<file path="src/rtl/instr_fetch_unit.sv">
// Instruction fetch: single-outstanding memory requests into a small {instr, pc} buffer with decode field slicing.
// Optional opcode legality check when FETCH_ILLEGAL_CHECK_EN is defined.
module instr_fetch_unit #(
  parameter int unsigned       ADDR_W   = 32,
  parameter logic [ADDR_W-1:0] RESET_PC = '0,
  parameter int unsigned       DEPTH    = 2
) (
  input  logic              clk,
  input  logic              rst_n,
  output logic              mem_req,
  output logic [ADDR_W-1:0] mem_addr,
  input  logic              mem_ack,
  input  logic [31:0]       mem_rdata,
  input  logic              redirect,
  input  logic [ADDR_W-1:0] redirect_pc,
  output logic              out_valid,
  input  logic              out_ready,
  output logic [31:0]       out_instr,
  output logic [ADDR_W-1:0] out_pc,
  output logic [6:0]        out_opcode,
  output logic [4:0]        out_rd,
  output logic [2:0]        out_funct3,
  output logic [4:0]        out_rs1,
  output logic [4:0]        out_rs2,
  output logic [6:0]        out_funct7,
  output logic              out_illegal
);

  localparam int unsigned PW = (DEPTH > 1) ? $clog2(DEPTH) : 1;
  localparam int unsigned CW = $clog2(DEPTH + 1);
  localparam logic [CW-1:0] DEPTH_C  = CW'(DEPTH);
  localparam logic [PW-1:0] LAST_PTR = PW'(DEPTH - 1);

  typedef enum logic {FETCH, FLUSH} state_t;

  state_t            state;
  logic [ADDR_W-1:0] pc;
  logic [ADDR_W-1:0] pc_inc;
  logic [ADDR_W-1:0] target;
  logic [31:0]       buf_instr [DEPTH];
  logic [ADDR_W-1:0] buf_pc    [DEPTH];
  logic [PW-1:0]     rd_ptr, wr_ptr;
  logic [CW-1:0]     count, count_next;
  logic              push, pop;
  logic              unused_pc_bits;

  function automatic logic [PW-1:0] ptr_inc(input logic [PW-1:0] p);
    return (p == LAST_PTR) ? '0 : p + PW'(1);
  endfunction

  assign target         = {redirect_pc[ADDR_W-1:2], 2'b00};
  assign unused_pc_bits = ^redirect_pc[1:0];
  assign pc_inc         = pc + ADDR_W'(4);

  assign out_valid = (count != '0);
  assign push      = (state == FETCH) && mem_req && mem_ack && !redirect;
  assign pop       = out_valid && out_ready && !redirect;

  always_comb begin
    count_next = count;
    if (redirect)
      count_next = '0;
    else if (push && !pop)
      count_next = count + CW'(1);
    else if (pop && !push)
      count_next = count - CW'(1);
  end

  always_ff @(posedge clk or negedge rst_n) begin
    if (!rst_n) begin
      state    <= FETCH;
      pc       <= RESET_PC;
      mem_req  <= 1'b0;
      mem_addr <= RESET_PC;
      rd_ptr   <= '0;
      wr_ptr   <= '0;
      count    <= '0;
      for (int unsigned i = 0; i < DEPTH; i++) begin
        buf_instr[i] <= '0;
        buf_pc[i]    <= '0;
      end
    end else begin
      count <= count_next;
      if (push) begin
        buf_instr[wr_ptr] <= mem_rdata;
        buf_pc[wr_ptr]    <= mem_addr;
        wr_ptr            <= ptr_inc(wr_ptr);
      end
      if (pop)
        rd_ptr <= ptr_inc(rd_ptr);
      if (redirect) begin
        rd_ptr <= '0;
        wr_ptr <= '0;
      end

      // mem_addr tracks pc while requesting; it only diverges during FLUSH,
      // where it must keep the abandoned address until that request is acked.
      unique case (state)
        FETCH: begin
          if (redirect) begin
            pc <= target;
            if (mem_req && !mem_ack) begin
              state <= FLUSH;
            end else begin
              mem_req  <= 1'b1;
              mem_addr <= target;
            end
          end else if (!(mem_req && !mem_ack)) begin
            if (mem_req) begin
              pc       <= pc_inc;
              mem_addr <= pc_inc;
            end else begin
              mem_addr <= pc;
            end
            mem_req <= (count_next < DEPTH_C);
          end
        end
        FLUSH: begin
          if (redirect)
            pc <= target;
          if (mem_ack) begin
            state    <= FETCH;
            mem_req  <= 1'b1;
            mem_addr <= redirect ? target : pc;
          end
        end
        default: state <= FETCH;
      endcase
    end
  end

  assign out_instr  = buf_instr[rd_ptr];
  assign out_pc     = buf_pc[rd_ptr];
  assign out_opcode = out_instr[6:0];
  assign out_rd     = out_instr[11:7];
  assign out_funct3 = out_instr[14:12];
  assign out_rs1    = out_instr[19:15];
  assign out_rs2    = out_instr[24:20];
  assign out_funct7 = out_instr[31:25];

`ifdef FETCH_ILLEGAL_CHECK_EN
  logic opcode_legal;

  always_comb begin
    opcode_legal = 1'b0;
    case (out_opcode)
      7'b0110011, 7'b0000011, 7'b0010011, 7'b0100011, 7'b1100011: opcode_legal = 1'b1;
      default: opcode_legal = 1'b0;
    endcase
  end

  assign out_illegal = out_valid && !opcode_legal;
`else
  assign out_illegal = 1'b0;
`endif

endmodule
</file>
<file path="config.mk">
export PLATFORM = sky130hd
export DESIGN_NAME = instr_fetch_unit
export DESIGN_NICKNAME = d
export VERILOG_FILES = /design/src/rtl/instr_fetch_unit.sv
export SDC_FILE = /design/constraint.sdc
export NUM_CORES = 1
export LEC_CHECK = 0
export BUFFER_PORTS_ARGS = -buffer_cell sky130_fd_sc_hd__buf_4
export CAP_MARGIN = 20
export CORE_ASPECT_RATIO = 2
export CORE_MARGIN = 3
export CORE_UTILIZATION = 44
export CTS_CLUSTER_DIAMETER = 40
export DETAILED_ROUTE_END_ITERATION = 8
export PLACE_DENSITY = 0.69
export RECOVER_POWER = 50
export SETUP_SLACK_MARGIN = 0.1
export SLEW_MARGIN = 10
export SYNTH_ARGS = -nofsm -noshare
export SYNTH_HDL_FRONTEND = slang
export SYNTH_SLANG_ARGS = --single-unit
</file>
<file path="constraint.sdc">
create_clock -name clk -period 1.91 [get_ports clk]
set_input_delay 0.2865 -clock clk [delete_from_list [all_inputs] [get_ports clk]]
set_output_delay 0.2865 -clock clk [all_outputs]
set_load 0.03 [all_outputs]
</file>
==> After elaboration in Yosys (flattened, before gate mapping) <==
Cells that the tools add are included.
{ "totals": {"ff_bits": 198, "input_bits": 69, "elab_cells": 80} }
{ "op_classes": {"addsub": 5, "n_lt_le_gt_ge": 4, "n_eq_ne": 3, "mux": 37, "bitwise_logic": 3, "n_reduce_logical": 17} }
{ "ops": {"columns": ["op", "n"], "rows": [
  ["two-way mux 32 bit", 14],
  ["bitwise mux 64 bit", 2],
  ["case mux 32 bit (2 select lines)", 2],
  ["adder 32 x 3 -> 32 bit, second input constant", 1],
  ["demux 32 bit (select 1 bit)", 1],
  ["two-way mux 1 bit", 13],
  ["logical AND 1 bit", 9],
  ["two-way mux 2 bit", 3],
  ["nonzero test 2 bit", 3],
  [">= comparator 2 bit, second input constant", 2],
  ["zero test 1 bit", 4],
  ["!= test 2 bit, second input constant", 2],
  ["inverter 1 -> 2 bit", 2],
  ["case mux 1 bit (2 select lines)", 2],
  ["!= test 3 bit, second input constant", 1],
  ["adder 1 bit, second input constant", 2],
  ["adder 2 x 1 -> 2 bit, second input constant", 1],
  ["less-than comparator 2 x 1 -> 1 bit, second input constant", 1],
  ["less-than comparator 2 bit, second input constant", 1],
  ["AND reduction 2 bit", 1],
  ["subtractor 2 x 1 -> 2 bit, second input constant", 1],
  ["inverter 1 bit", 1]
]} }

==> Longest topological paths before layout <==
Gate-level depths: netlist of the first run.
{ "depth": {"ltp_word": 13, "ltp_mapped": 7} }

==> Least setup slack after synthesis of the first run <==
Ideal clock, no wire load.
{ "synth_timing": {"path_kind": "register -> register", "start": "register mem_req", "end": "register buf_instr[42] in the netlist's numbering", "setup_ns": 0.125, "t_arrival_ns": 2.011, "required_ns": 1.785, "setup_slack_ns": -0.226, "path_stages_with_launch": 8, "n_path_buf": 3, "synth_period_minus_slack_ns": 2.136, "cell_sequence": "dfrtp_1 buf_6 nor2b_1 buf_2 nand2_1 nor3_4 buf_2 mux2_2"} }
{ "synth_between": {"elab_chain_cells": 3} }
{ "synth_rtl": {"columns": ["element", "line_no", "source"], "rows": [
  ["start, declared", "10", "output logic mem_req,"],
  ["start signal, assigned", "115", "mem_req <= (count_next < DEPTH_C);"],
  ["logical AND 1 bit (3 in series)", "56", "assign push = (state == FETCH) && mem_req && mem_ack && !redirect;"],
  ["end signal, assigned by index", "85", "buf_instr[wr_ptr] <= mem_rdata;"],
  ["end, declared", "40", "logic [31:0] buf_instr [DEPTH];"]
]} }
No other way between the ends.
A chain may end at the register's enable or synchronous reset.

==> Final worst setup path of the first run <==
{ "layout_timing": {"start": "register rd_ptr", "end": "output port out_pc[26]"} }
{ "layout_between": {"elab_chain_cells": 4} }
{ "layout_rtl": {"columns": ["element", "line_no", "source"], "rows": [
  ["start, declared", "42", "logic [PW-1:0] rd_ptr, wr_ptr;"],
  ["start signal, assigned", "90", "rd_ptr <= ptr_inc(rd_ptr);"],
  ["inverter 1 -> 2 bit (not written as such)", "133", "assign out_pc = buf_pc[rd_ptr];"],
  ["two-way mux 32 bit (not written as such) (3 in series)", "133", null],
  ["end, declared", "19", "output logic [ADDR_W-1:0] out_pc,"]
]} }
No other way between the ends. The select of a mux whose other input is x is not followed.

==> impl_metrics.yaml, run 1 <==
setup_path:
  worstPathRequired_ns: 1.62
  arrival_ns: 1.71
  cpPeakStageDelay_ns: 0.46
  end_kind: "output pin"
  cp_cell_sequence: "buf_12 -> mux2_2 -> buf_4"
  regToRegStartpoint: "pc[7]"
  criticalPathCategory: "reg -> out"
  crit_slowest_cell: "dfrtp_2"
  crit_start: "rd_ptr"
  startpoint_type: "register"
  worstRegToRegCells: 6
  crit_path_max_fanout: 21
synthesis:
  synth_edf_count: 0
  synth.distinct_cells: 53
  yosys_warnings: 0
  async_flop_share_pct: 100
  yosys_register_bits: 198
  synth_top_area_share_pct: 50.8
  synth_top_area_cell: "dfrtp_1"
  syn_area_mm2: 0.00976
  synth_fp_nets: 883
  netlist_instances: 812
  syn_avg_cell_area_um2: 12.0
  synth_seq_area_share_pct: 50.8
  synth_flop_cell: "dfrtp_1"
  synth_area_leaders: "dfrtp_1 51%, mux2_2 24%, buf_4 2.7%"
pwr:
  netSwitchingFraction_pct: 38.3
  worst_ir_drop_vdd_mv: 1.04
  power.total_mw: 22.2
  p_per_area_mw_per_mm2: 1610
  pwr-share-comb_pct: 52.5
  p_clk_share_pct: 16.8
  leakage_nw: 6.42
  internal-power_mw: 13.7
  power.switching_mw: 8.49
  seqPwrFrac_pct: 30.7
placement:
  dp_hpwl_um: 17100
  placed_area_mm2: 0.0118
  port_buffers: 196
  globalplace.congestion: 0.839
  dpl.cell_count: 1263
  place_ws_ns: -0.0572
status:
  status: "complete, but fails checks"
  violations: "setup timing"
grt:
  antenna_found_initial: 0
  grt.total_usage_pct: 20.5
  grt-ovfl-total: 0
  grt_pass1_vias: 7362
  grt_max_degree: 84
  grt_pass1_wl_um: 39100
timing:
  fin_crit_sh_pct: 105
  fmax_ghz: 0.500
  max_slew.worst_pin.slew_ns: 1.08
  hold_ws_ns: 0.0785
  grt_setup_unrepaired: "yes"
  tns_ns: -3.05
  hold_viol: 0
  skew_ns: 0.0102
  setup_viol: 97
  fin_ws_ns: -0.0896
  slew_headroom_pct: 27.9
  slew_viol_final: 0
  layout_min_cycle_time_ns: 2.00
clock_network:
  cts.sinks: 198
  cts_buffer_depth: 2
  tritoncts: "yes"
  clk_pin_slew_ns: 0.07
  cts.htree.levels: 4
  clock_latency_ns: 0.45
  clockRootBuffer: "clkbuf_16"
  cts_buffers: 17
final_layout:
  area_growth_pct: 41.5
  layout_commonest_cell: "buf_4"
  drive_gt1_share_pct: 56.6
  utilization_pct: 63.7
  fillerInstances: 1693
  final_cell_area_mm2: 0.0138
  fin_cells: 1335
  layout_common_cells: "212 x buf_4, 191 x dfrtp_1, 115 x mux2_4"
  num_antenna_cells: 0
  ff_latch_area_mm2: 0.00496
  nNetsFinal: 1122
  multiInputGateArea_mm2: 0.00505
job:
  cap_violations: 0
die:
  die_h_um: 217
  initial_core_util_pct: 45.0
  core.rowCount: 76
  die_w_um: 111
  die_area_mm2: 0.0241
  io_pins: 200
  core_mm2: 0.0217
route:
  drtIter0Drc: 335
  wl_um: 27000
  vias: 7235
  drt-wirelength-per-cell_um: 20.2
  first_pass_iters: 4
  viasPerCell: 5.42
  postRouteAntennaNets: 0
  route.detailed.drc: 0
worst_hold_path:
  hold_path.class: "in -> reg"
  hold_depth: 2
  hp-start: "mem_rdata[24]"
## cell families after synthesis
logic type               synth area share, %
other                                 0.0384
AO/OA/AOI/OAI                           4.62
XOR/XNOR                                4.40
buffers and inverters                   5.35
AND/OR/NAND/NOR                         9.55
adder cells (fa/ha/maj)                0.256
flip-flops                              50.8
multiplexers                            25.0
## final timing paths
check / slack (ns) / to
max: -0.09 / out_pc[26]
min: 0.08 / buf_instr[24]
max reg2reg: -0.02 / pc[27]
min reg2reg: 0.50 / buf_pc[16]
max in group asynchronous: 0.17 / pc[14]
min in group asynchronous: 0.26 / buf_instr[28]
## final cells by class
| cell class | instances | share of cell area (%) |
|---|---|---|
| Clock buffer | 23 | 3.46 |
| Clock inverter | 7 | 0.879 |
| Inverter | 9 | 0.245 |
| Multi-Input combinational cell | 522 | 36.6 |
| Sequential cell | 198 | 35.9 |
| Tap cell | 273 | 2.47 |
| Timing Repair Buffer | 303 | 20.4 |
## timing repair
item / CTS / global route
pin swaps: 13 / 51
gates resized for setup: 73 / 180
cloned: 3 / 10
hold endpoints to repair: 198 / 0
endpoints found under the setup margin: 234 / 176
hold buffers: 1 / 0
setup buffers: 9 / 20
## registers in the layout (all words and copies together), names as in the netlist
| signal | cells |
|---|---|
| wr_ptr | 1 |
| mem_req | 1 |
| buf_instr | 64 |
| state | 1 |
| count | 2 |
| buf_pc | 64 |
| rd_ptr | 1 |
| pc | 32 |
| mem_addr | 32 |
## critical path: cells and delay by family, from the launching register on
| kind | cells | cell delay, ns |
|---|---|---|
| buf+inv | 2 | 0.41 |
| mux | 1 | 0.40 |
| flops | 1 | 0.46 |
## power groups by stage
stage	Sequential (mW)	Clock [mW]	Combinational, mW
after floorplan	6.75	0	6.86
after global placement	6.67	0	9.77
after detailed placement	6.77	0	9.88
after CTS	6.72	3.81	10.6
after global routing	7.03	3.97	12.2
final	6.80	3.73	11.7
## per-layer routing
| metal | global-route usage [%] | up-vias | part of all wire [%] |
|---|---|---|---|
| met5 | 0 | - | 0 |
| met4 | 7.67 | 0 | 2.6 |
| met3 | 3.72 | 45 | 3.3 |
| met2 | 39.4 | 184 | 57 |
| met1 | 21.8 | 3689 | 37 |
| li1 | - | 3317 | - |
## cells in the mapped netlist (all sizes together), types with 5 or more instances
cell type / number
mux2i: 5
o31ai: 7
or3: 12
a21oi: 20
o21ai: 34
nand2: 51
nor2b: 5
xnor2: 29
dfrtp: 198
nor4: 10
nor2: 28
clkbuf: 33
buf: 50
nand4: 18
and3: 8
xor2: 20
nand3: 19
mux2: 212
inv: 9
nor3: 13
(Power assumes the default switching activity.)
==> inputs of run 2 (changes only) <==
Settings changed: TNS_END_PERCENT set to 30.
==> run 2 against run 1 <==
Against the previous run:
- critical path depth unchanged
- worst hold slack improved by 0.0060 ns
- highest routed layer unchanged
- largest cell class is now registers
- flip-flop and latch count unchanged
- utilization decreased by 3.1 points
- sequential power decreased by 1%
- the flow still finishes with violations (setup timing)
- final area decreased by 4.8%
- sequential share of layout area increased by 1.8 points
- via count decreased by 2.7%
- setup slack improved by 0.0076 ns
- count of clock-buffer cells in the layout decreased by 5
- die area unchanged
==> impl_metrics.yaml, run 2 (synthesis results as in run 1) <==
pwr:
  leakage_nw: 5.95
  worst_ir_drop_vdd_mv: 1.11
  p_per_area_mw_per_mm2: 1620
  power.total_mw: 21.3
final_layout:
  fin_cells: 1315
  reg_top3: "buf_instr x64, buf_pc x64"
  utilization_pct: 60.6
  area_growth_pct: 34.7
  drive_gt1_share_pct: 53.8
  nNetsFinal: 1100
  layout_commonest_cell: "buf_4"
  num_antenna_cells: 0
  layout_common_cells: "221 x buf_4, 193 x dfrtp_1, 142 x mux2_2"
setup_path:
  rrSetupSlack_ns: 0.01
  crit_slowest_cell: "dfrtp_4"
  endpoint: "out_pc[23]"
  criticalPathCategory: "reg -> out"
  path_depth: 3
  worstPathRequired_ns: 1.62
  regToRegEndpoint: "mem_addr[20]"
  arrival_ns: 1.71
  startpoint_type: "register"
  cpPeakStageDelay_ns: 0.45
  worst-path-buf-inv: 2
  crit_path_max_fanout: 25
  end_kind: "output pin"
  regToRegStartpoint: "pc[9]"
  crit_start: "rd_ptr"
  cp_cell_sequence: "buf_12 -> mux2_2 -> buf_4"
  critPathTopFamily: "flip-flops"
  worstRegToRegCells: 7
status:
  status: "complete, but fails checks"
  violations: "setup timing"
grt:
  grt_pass1_vias: 7256
  grt-ovfl-total: 0
  antenna_found_initial: 0
  grt_max_degree: 62
  grt_pass1_wl_um: 39700
  grt.total_usage_pct: 21.0
route:
  route.detailed.drc: 0
  vias: 7041
  viasPerCell: 5.35
  wl_um: 25400
  drtIter0Drc: 261
  drt-wirelength-per-cell_um: 19.3
  postRouteAntennaNets: 0
  first_pass_iters: 5
worst_hold_path:
  hold_path.class: "in -> reg"
clock_network:
  clk_pin_slew_ns: 0.07
  tritoncts: "yes"
  cts_buffers: 17
  cts.htree.levels: 4
  clockRootBuffer: "clkbuf_16"
  clock_latency_ns: 0.44
  cts_buffer_depth: 2
  cts.sinks: 198
placement:
  dp_hpwl_um: 17000
  dpl.cell_count: 1268
  globalplace.congestion: 0.848
  port_buffers: 196
die:
  core.rowCount: 76
  core_mm2: 0.0217
  die_h_um: 217
  initial_core_util_pct: 45.0
  die_w_um: 111
  io_pins: 200
  die_area_mm2: 0.0241
timing:
  fin_ws_ns: -0.0819
  grt_setup_unrepaired: "yes"
  slew_headroom_pct: 43.4
  slew_viol_final: 0
  hold_viol: 0
  setup_viol: 91
  tns_ns: -3.18
  max_slew.worst_pin.slew_ns: 0.848
  fmax_ghz: 0.502
  hold_ws_ns: 0.0844
  fin_crit_sh_pct: 104
  layout_min_cycle_time_ns: 1.99
  skew_ns: 0.00876
job:
  cap_violations: 0
[run 2: worst min-delay path by stage]
stage                         start            end  depth (start not counted)
CTS                   mem_rdata[21]  buf_instr[53]                          2
floorplan                     rst_n   buf_instr[0]                          0
detailed placement            rst_n  buf_instr[58]                          1
global placement              rst_n  buf_instr[59]                          1
global route          mem_rdata[27]  buf_instr[59]                          2
finish              redirect_pc[12]         pc[12]                          2
[run 2: routing by layer]
metal / GRT usage [%] / part of all wire, %
met5: 0 / 0
met4: 7.84 / 2.2
met3: 3.44 / 3.3
met2: 40.4 / 57
met1: 22.6 / 37
[run 2: repair_timing]
action                                 4_1_cts  5_1_grt
pin swaps                                   18       20
endpoints found under the hold margin       55        0
setup endpoints to repair                  242      243
hold buffers                                 1        0
gates resized for setup                     75       74
setup buffers                                8        0
gates cloned                                 6        0
[run 2: cell type report]
class	count	area [um2]
inverter	9	33.8
clock buffer	18	429
sequential	198	4960
timing repair buffer	281	2460
clock inverter	14	175
fill	1764	8540
multi-input combinational	522	4740
tap	273	342
[run 2: per-stage QoR]
step | setup slack (ns) | area (um2)
final | -0.0819 | 13100
after CTS | -0.107 | 12900
after floorplan | -0.0900 | 9810
after global placement | -0.0326 | 11700
after detailed placement | -0.0671 | 11700
after global routing | -0.122 | 13100
[run 2: power breakdown]
part / switching, mW / total, mW / leakage (nW) / internal [mW]
Clock: 1.62 / 3.70 / 0.281 / 2.08
Combinational: 5.72 / 10.9 / 3.29 / 5.16
Sequential: 0.959 / 6.72 / 2.38 / 5.77
Total: 8.30 / 21.3 / 5.95 / 13.0
